[config.mk]
export PLATFORM = sky130hd
export DESIGN_NAME = controlador_texto_flat
export DESIGN_NICKNAME = d
export VERILOG_FILES = /design/src/rtl/controlador_texto_if.sv /design/src/rtl/controlador_texto.sv /design/src/flat_wrapper.sv
export SDC_FILE = /design/constraint.sdc
export NUM_CORES = 1
export LEC_CHECK = 0
export BUFFER_PORTS_ARGS = -buffer_cell sky130_fd_sc_hd__buf_2
export CORE_ASPECT_RATIO = 0.75
export CORE_MARGIN = 3
export CORE_UTILIZATION = 49
export CTS_CLUSTER_SIZE = 16
export DETAILED_ROUTE_END_ITERATION = 8
export MAX_ROUTING_LAYER = met4
export PLACE_DENSITY = 0.77
export SETUP_SLACK_MARGIN = 0.15
export SLEW_MARGIN = 0
export SYNTH_ARGS = -nofsm -noshare
export SYNTH_HDL_FRONTEND = slang
export SYNTH_SLANG_ARGS = --single-unit
[constraint.sdc]
create_clock -name clk -period 2.15 [get_ports clk]
set_clock_uncertainty 0.2 [all_clocks]
set_input_delay 0.43 -clock clk [delete_from_list [all_inputs] [get_ports clk]]
set_output_delay 0.43 -clock clk [all_outputs]
set_load 0.1 [all_outputs]
[src/rtl/controlador_texto_if.sv]
// Pixel-stream, character-buffer and font-ROM signals of the text overlay.
// slave is the renderer's view; master is the view of whatever drives it.
interface controlador_texto_if;
  logic [9:0]  pixel_x;
  logic [9:0]  pixel_y;
  logic        video_on;
  logic        frame_tick;
  logic        wr_en;
  logic [3:0]  wr_addr;
  logic [2:0]  wr_data;
  logic        cursor_en;
  logic [3:0]  cursor_pos;
  logic [2:0]  direccion;
  logic [3:0]  rom;
  logic [7:0]  rom_data;
  logic        pixel_on;
  logic        en_ventana;
  logic [11:0] rgb;

  modport slave (
    input  pixel_x, pixel_y, video_on, frame_tick,
    input  wr_en, wr_addr, wr_data, cursor_en, cursor_pos, rom_data,
    output direccion, rom, pixel_on, en_ventana, rgb
  );

  modport master (
    output pixel_x, pixel_y, video_on, frame_tick,
    output wr_en, wr_addr, wr_data, cursor_en, cursor_pos, rom_data,
    input  direccion, rom, pixel_on, en_ventana, rgb
  );
endinterface

[src/rtl/controlador_texto.sv]
// Text-overlay renderer: maps pixels onto a character window, addresses the
// font ROM in stage 1, picks the glyph bit and colour in stage 2.
module controlador_texto #(
  parameter int          X0           = 64,
  parameter int          Y0           = 32,
  parameter int          N_CHARS      = 8,
  parameter int          BLINK_FRAMES = 30,
  parameter logic [11:0] FG_RGB       = 12'hFFF,
  parameter logic [11:0] BG_RGB       = 12'h008
) (
  input logic clk,
  input logic reset,
  controlador_texto_if.slave bus
);
  localparam logic [9:0] X0_W = 10'(X0);
  localparam logic [9:0] XE_W = 10'(X0 + 8 * N_CHARS);
  localparam logic [9:0] Y0_W = 10'(Y0);
  localparam logic [9:0] YE_W = 10'(Y0 + 16);
  localparam logic [4:0] N_W  = 5'(N_CHARS);
  localparam int         CW   = (BLINK_FRAMES > 1) ? $clog2(BLINK_FRAMES) : 1;
  localparam logic [CW-1:0] CNT_LAST = CW'(BLINK_FRAMES - 1);

  logic [2:0]    buf_q [16];
  logic [CW-1:0] cnt_q, cnt_d;
  logic          phase_q, phase_d;

  logic [2:0]  dir_q, dir_d;
  logic [3:0]  row_q, row_d;
  logic        s1_win_q, s1_vid_q, s1_hit_q, s1_hit_d;
  logic [2:0]  s1_bit_q;
  logic        pix_q, pix_d, win_q, win_d;
  logic [11:0] rgb_q, rgb_d;

  logic       in_win;
  logic [6:0] dx;
  logic [3:0] dy;
  logic [3:0] col;
  logic       bitv;

  // Only the low bits of the offsets matter; pixels left of or above the
  // window are rejected by in_win, never by the subtraction wrap.
  always_comb begin
    in_win = (bus.pixel_x >= X0_W) && (bus.pixel_x < XE_W) &&
             (bus.pixel_y >= Y0_W) && (bus.pixel_y < YE_W);
    dx  = bus.pixel_x[6:0] - X0_W[6:0];
    dy  = bus.pixel_y[3:0] - Y0_W[3:0];
    col = dx[6:3];
  end

  always_comb begin
    dir_d    = in_win ? buf_q[col] : 3'd0;
    row_d    = in_win ? dy : 4'd0;
    s1_hit_d = bus.cursor_en & phase_q & (col == bus.cursor_pos) &
               ({1'b0, bus.cursor_pos} < N_W);
    bitv     = bus.rom_data[3'd7 - s1_bit_q] ^ s1_hit_q;
    pix_d    = s1_vid_q & s1_win_q & bitv;
    win_d    = s1_vid_q & s1_win_q;
    rgb_d    = 12'h000;
    if (pix_d)      rgb_d = FG_RGB;
    else if (win_d) rgb_d = BG_RGB;
  end

  always_comb begin
    cnt_d   = cnt_q;
    phase_d = phase_q;
    if (bus.frame_tick) begin
      if (cnt_q == CNT_LAST) begin
        cnt_d   = '0;
        phase_d = ~phase_q;
      end else begin
        cnt_d = cnt_q + 1'b1;
      end
    end
  end

  always_ff @(posedge clk or posedge reset) begin
    if (reset) begin
      for (int i = 0; i < 16; i++)
        buf_q[i] <= (i < 6 && i < N_CHARS) ? 3'(i + 1) : 3'd0;
    end else if (bus.wr_en && ({1'b0, bus.wr_addr} < N_W)) begin
      buf_q[bus.wr_addr] <= bus.wr_data;
    end
  end

  always_ff @(posedge clk or posedge reset) begin
    if (reset) begin
      cnt_q    <= '0;
      phase_q  <= 1'b1;
      dir_q    <= 3'd0;
      row_q    <= 4'd0;
      s1_win_q <= 1'b0;
      s1_vid_q <= 1'b0;
      s1_hit_q <= 1'b0;
      s1_bit_q <= 3'd0;
      pix_q    <= 1'b0;
      win_q    <= 1'b0;
      rgb_q    <= 12'h000;
    end else begin
      cnt_q    <= cnt_d;
      phase_q  <= phase_d;
      dir_q    <= dir_d;
      row_q    <= row_d;
      s1_win_q <= in_win;
      s1_vid_q <= bus.video_on;
      s1_hit_q <= s1_hit_d;
      s1_bit_q <= dx[2:0];
      pix_q    <= pix_d;
      win_q    <= win_d;
      rgb_q    <= rgb_d;
    end
  end

  assign bus.direccion  = dir_q;
  assign bus.rom        = row_q;
  assign bus.pixel_on   = pix_q;
  assign bus.en_ventana = win_q;
  assign bus.rgb        = rgb_q;
endmodule
[src/flat_wrapper.sv]
// flat-port wrapper written by rule: the top's interface ports become plain ports
module controlador_texto_flat 
#(
  parameter int          X0           = 64,
  parameter int          Y0           = 32,
  parameter int          N_CHARS      = 8,
  parameter int          BLINK_FRAMES = 30,
  parameter logic [11:0] FG_RGB       = 12'hFFF,
  parameter logic [11:0] BG_RGB       = 12'h008
)
  (clk, reset, bus_pixel_x, bus_pixel_y, bus_video_on, bus_frame_tick, bus_wr_en, bus_wr_addr, bus_wr_data, bus_cursor_en, bus_cursor_pos, bus_rom_data, bus_direccion, bus_rom, bus_pixel_on, bus_en_ventana, bus_rgb);
  controlador_texto_if bus_i ();
  input logic clk;
  input logic reset;
  input wire logic [$bits(bus_i.pixel_x)-1:0] bus_pixel_x;
  input wire logic [$bits(bus_i.pixel_y)-1:0] bus_pixel_y;
  input wire logic [$bits(bus_i.video_on)-1:0] bus_video_on;
  input wire logic [$bits(bus_i.frame_tick)-1:0] bus_frame_tick;
  input wire logic [$bits(bus_i.wr_en)-1:0] bus_wr_en;
  input wire logic [$bits(bus_i.wr_addr)-1:0] bus_wr_addr;
  input wire logic [$bits(bus_i.wr_data)-1:0] bus_wr_data;
  input wire logic [$bits(bus_i.cursor_en)-1:0] bus_cursor_en;
  input wire logic [$bits(bus_i.cursor_pos)-1:0] bus_cursor_pos;
  input wire logic [$bits(bus_i.rom_data)-1:0] bus_rom_data;
  output wire logic [$bits(bus_i.direccion)-1:0] bus_direccion;
  output wire logic [$bits(bus_i.rom)-1:0] bus_rom;
  output wire logic [$bits(bus_i.pixel_on)-1:0] bus_pixel_on;
  output wire logic [$bits(bus_i.en_ventana)-1:0] bus_en_ventana;
  output wire logic [$bits(bus_i.rgb)-1:0] bus_rgb;
  assign bus_i.pixel_x = bus_pixel_x;
  assign bus_i.pixel_y = bus_pixel_y;
  assign bus_i.video_on = bus_video_on;
  assign bus_i.frame_tick = bus_frame_tick;
  assign bus_i.wr_en = bus_wr_en;
  assign bus_i.wr_addr = bus_wr_addr;
  assign bus_i.wr_data = bus_wr_data;
  assign bus_i.cursor_en = bus_cursor_en;
  assign bus_i.cursor_pos = bus_cursor_pos;
  assign bus_i.rom_data = bus_rom_data;
  assign bus_direccion = bus_i.direccion;
  assign bus_rom = bus_i.rom;
  assign bus_pixel_on = bus_i.pixel_on;
  assign bus_en_ventana = bus_i.en_ventana;
  assign bus_rgb = bus_i.rgb;
  controlador_texto #(.X0(X0), .Y0(Y0), .N_CHARS(N_CHARS), .BLINK_FRAMES(BLINK_FRAMES), .FG_RGB(FG_RGB), .BG_RGB(BG_RGB)) u_core (.clk(clk), .reset(reset), .bus(bus_i));
endmodule
### Word-level counts from Yosys, hierarchy flattened

Index checks and enable logic that the tools add are counted.

| cells by class | value |
|---|---|
| add/subtract/negate cells | 3 |
| magnitude comparators | 10 |
| equality and inequality tests | 2 |
| mux-type cells | 13 |
| bitwise gates (word level) | 9 |
| reductions and logical operators | 6 |

Operators with widths:

| cell | number |
|---|---|
| 48-bit bitwise mux | 1 |
| 3-bit binary-select mux with 4-bit select | 1 |
| 3-bit demux with 4-bit select | 1 |
| 12-bit two-way mux | 1 |
| 3-bit two-way mux | 4 |
| 10-bit by 6-bit >= comparator with 1-bit output (second input constant) | 1 |
| 10-bit by 7-bit >= comparator with 1-bit output (second input constant) | 1 |
| 5-bit >= comparator (second input constant) | 2 |
| 10-bit by 6-bit < comparator with 1-bit output (second input constant) | 1 |
| 10-bit by 8-bit < comparator with 1-bit output (second input constant) | 1 |
| 4-bit inverter with 5-bit output | 2 |
| 4-bit < comparator (second input constant) | 2 |
| 4-bit two-way mux | 2 |
| 7-bit subtractor (second input constant) | 1 |
| 5-bit by 1-bit adder with 5-bit output (second input constant) | 1 |
| 1-bit AND | 5 |
| 5-bit equality test (second input constant) | 1 |
| 1-bit logical AND | 5 |
| 5-bit by 1-bit < comparator with 1-bit output (second input constant) | 1 |
| 5-bit two-way mux | 1 |
| 4-bit equality test | 1 |
| 3-bit by 4-bit < comparator with 1-bit output (second input constant) | 1 |
| 1-bit binary-select mux with 3-bit select | 1 |
| 3-bit subtractor (first input constant) | 1 |
| 4 further kinds | 4 |

| word-level totals | value |
|---|---|
| register bits after elaboration | 81 |
| input bits | 45 |
| output and inout port bits | 21 |
| logic and storage cells | 70 |

### Logic depth before layout (Yosys ltp)

| logic depth | value |
|---|---|
| word-level depth | 6 |
| gate-level depth with buffers | 5 |
| mapped depth without buffers | 5 |

### Worst setup path before layout

No wires, ideal clock.

| timing | value |
|---|---|
| path kind | register to output |
| from | register u_core.bus.rgb[10] (netlist name) |
| to | output bus_rgb[0] |
| data arrival time | 1490 ps |
| required time | 1520 ps |
| slack | 30 ps |
| cell stages (with the launch flop) | 2 |
| buffers on the path | 1 |
| path through | dfrtp_1 > buf_4 |

RTL lines:

| element | line | text |
|---|---|---|
| end: declaration | flat_wrapper.sv:29 | `output wire logic [$bits(bus_i.rgb)-1:0] bus_rgb;` |

==> impl_metrics.csv <==
group,metric,value,unit
run_status,status,"finished clean",
routing,first_pass_iters,4,
power_and_ir_drop,p_leak,1.25,nW
die,start_util,51.8,%
clock_network,cts-root-buf,"clkbuf_8",
worst_setup_path,cp_max_fo,12,
clock_network,cts_resized,0,
power_and_ir_drop,vdd_ir_drop_max,548,µV
logic_synthesis,synth_area_per_cell,13.6,µm²
job,max_cap_violations,0,
die,rows,20,
routing,drc,0,
global_routing,gr-total-overflow,0,
routing,viasPerCell,5.12,
sta,report.final.hold_viol_count,0,
layout,layout-drive-gt1-share,51.9,%
logic_synthesis,synth.top_cells.by_count,"dfrtp_1, mux2_2, buf_4",
sta,tightest_slew,0.551,ns
global_routing,grt_pass1_vias,1320,
logic_synthesis,synth_ff_type,"dfrtp_1",
sta,fin_setup_tns,0,ns
layout,syn2layout_area_growth,17.2,%
worst_setup_path,cp_slowest_cell,"buf_2",
clock_network,clk_pin_slew,0.07,ns
sta,period_share,83.6,%
routing,wl_per_cell,15.0,µm
worst_setup_path,critPathRequiredTime,1.52,ns
worst_setup_path,arrival,1.17,ns
global_routing,grt_pass1_wl,6590,µm
die,die-area,5180,µm²
layout,diodes,0,
logic_synthesis,synth_edf_count,0,
logic_synthesis,synth_seq_cells,45,
hold_path,hold_path_class,"primary input to flop",
logic_synthesis,yosysTopAreaCell,"dfrtp_1",
logic_synthesis,syn-cell-area,2130,µm²
routing,drt_wl_total,4000,µm
power_and_ir_drop,power,0.00204,W
worst_setup_path,critPathBufInv,1,
sta,setup_viol,0,
clock_network,h-tree-depth,2,
logic_synthesis,yosys_warnings,0,
place,gp_congestion,0.766,
sta,max_freq,557,MHz
logic_synthesis,synth.most_common_cell,"dfrtp_1",
die,die_width,82.1,µm
clock_network,cts_buffers,5,
sta,rsz0062_at_grt,"no",
global_routing,grt_start_max_net_pins,46,
die,pin_count,66,
clock_network,clock_path_buffers,2,
logic_synthesis,yosysSeqAreaShare,53.5,%
worst_setup_path,crit_chain,"buf_2",
routing,vias,1367,
worst_setup_path,critPathCaptureType,"output port",
sta,timing.final.crit_period,1.80,ns
place,dpl.hpwl,3070,µm
logic_synthesis,syn_inst,156,
sta,slew_viol_final,0,
layout,final_nets,258,
logic_synthesis,synth_top_area_share,41.2,%
worst_setup_path,worst_setup_path_start_kind,"flop",
worst_setup_path,path_class,"flop to output port",
clock_network,clock_sinks,45,
worst_setup_path,cp_slowest_stage_delay,0.45,ns
power_and_ir_drop,powerDensity,818,nW/µm²
logic_synthesis,synth.distinct_cells,30,
logic_synthesis,syn-num-nets,203,
clock_network,hold_buffers,0,
worst_setup_path,cp_top_family,"buffers and inverters",
die,die_h,63.1,µm
die,coreArea,4100,µm²
clock_network,postCtsSetupRepairBufs,0,
clock_network,clkLatencyLatePin,0.30,ns
global_routing,track_usage,17.5,%
place,placement.io_buffers,65,
logic_synthesis,synth_area_leaders,"dfrtp_1, dfstp_2, mux2_2",
logic_synthesis,ys_async_sr_fraction,100,%
clock_network,cts_tree,"done",
sta,slew_headroom,63.3,%
routing,drtAntennaViolNets,0,
routing,drt_iter0_markers,33,
global_routing,antenna_found_initial,0,
[area by class of cell]
class	count	area (µm²)
clock buffer	6	72.6
multi-input combinational	90	857
fill	322	1610
clock inverter	2	10.0
timing repair buffer	66	333
inverter	3	11.3
sequential	45	1140
tap	55	68.8
[sequential cells by signal, indices dropped and copies added, names as in the netlist]
name / flops
u_core.bus.rom: 4
u_core.bus.rgb: 2
u_core.bus.direccion: 3
u_core.s1_vid_q: 1
u_core.cnt_q: 5
u_core.s1_bit_q: 3
u_core.s1_hit_q: 1
u_core.phase_q: 1
u_core.s1_win_q: 1
u_core.buf_q: 24
[layer usage]
metal | vias up | wire length (µm) | part of all wire (%) | GRT usage (%)
met5 | - | 0 | 0 | -
met4 | 0 | 53 | 1.3 | 5.60
met3 | 8 | 273 | 6.8 | 3.86
met2 | 50 | 1810 | 45 | 25.7
met1 | 661 | 1870 | 47 | 24.4
li1 | 648 | - | - | -
[per-stage QoR]
step	worst slack [ns]	area, µm²	std cells	hold WS (ns)	util, %
floorplan	0.196	2130	156	0.249	-
global placement	0.400	2410	259	0.273	58.7
CTS	0.336	2490	267	0.0386	60.7
finish	0.354	2490	267	0.0463	60.7
detailed placement	0.363	2410	259	0.279	58.7
global route	0.281	2490	267	0.0355	60.7
[worst paths after layout]
| path | slack [ns] | cells past startpoint | start | to |
|---|---|---|---|---|
| max | 0.35 | 1 | u_core.bus.rgb[10] | bus_rgb[5] |
| min | 0.05 | 1 | bus_pixel_x[0] | u_core.s1_bit_q[0] |
| max reg2reg | 0.61 | 3 | u_core.s1_bit_q[0] | u_core.bus.rgb[10] |
| min reg2reg | 0.29 | 1 | u_core.cnt_q[4] | u_core.cnt_q[4] |
| max in group asynchronous | 1.28 | 3 | reset | u_core.bus.rgb[10] |
| min in group asynchronous | 0.07 | 3 | reset | u_core.buf_q[24] |
[power by group]
part           internal (W)  leakage [nW]  switching, W
combinational      0.000227         0.656      0.000152
clock              0.000225        0.0450      0.000270
sequential          0.00104         0.547      0.000122
total               0.00149          1.25      0.000544
[logic make-up after synthesis]
logic type,Yosys count,share of synthesized area [%]
AO/OA/AOI/OAI,3,1.00
XOR/XNOR,7,2.88
adder cells (fa/ha/maj),2,1.18
buffers and inverters,21,6.18
flip-flops,45,53.5
multiplexers,39,23.9
AND/OR/NAND/NOR,39,11.4
[cells in the final DEF (no fill, tap or decap), types with 2 or more instances in the layout]
| master | synthesis | layout |
|---|---|---|
| mux2_2 | 15 | 15 |
| nand2_1 | 6 | 6 |
| nor2_1 | 11 | 11 |
| and2_1 | 5 | 5 |
| nor3b_2 | 3 | 3 |
| clkinv_2 | 0 | 2 |
| dfstp_2 | 10 | 10 |
| mux2_1 | 9 | 9 |
| nand4_1 | 2 | 2 |
| xor2_1 | 6 | 6 |
| dfrtp_1 | 35 | 34 |
| inv_1 | 3 | 3 |
| ha_1 | 2 | 2 |
| clkbuf_8 | 0 | 5 |
| mux2i_1 | 8 | 8 |
| and3_1 | 3 | 3 |
| mux4_2 | 7 | 7 |
| buf_2 | 3 | 65 |
| nand3b_1 | 2 | 2 |
(Power assumes the default switching activity.)
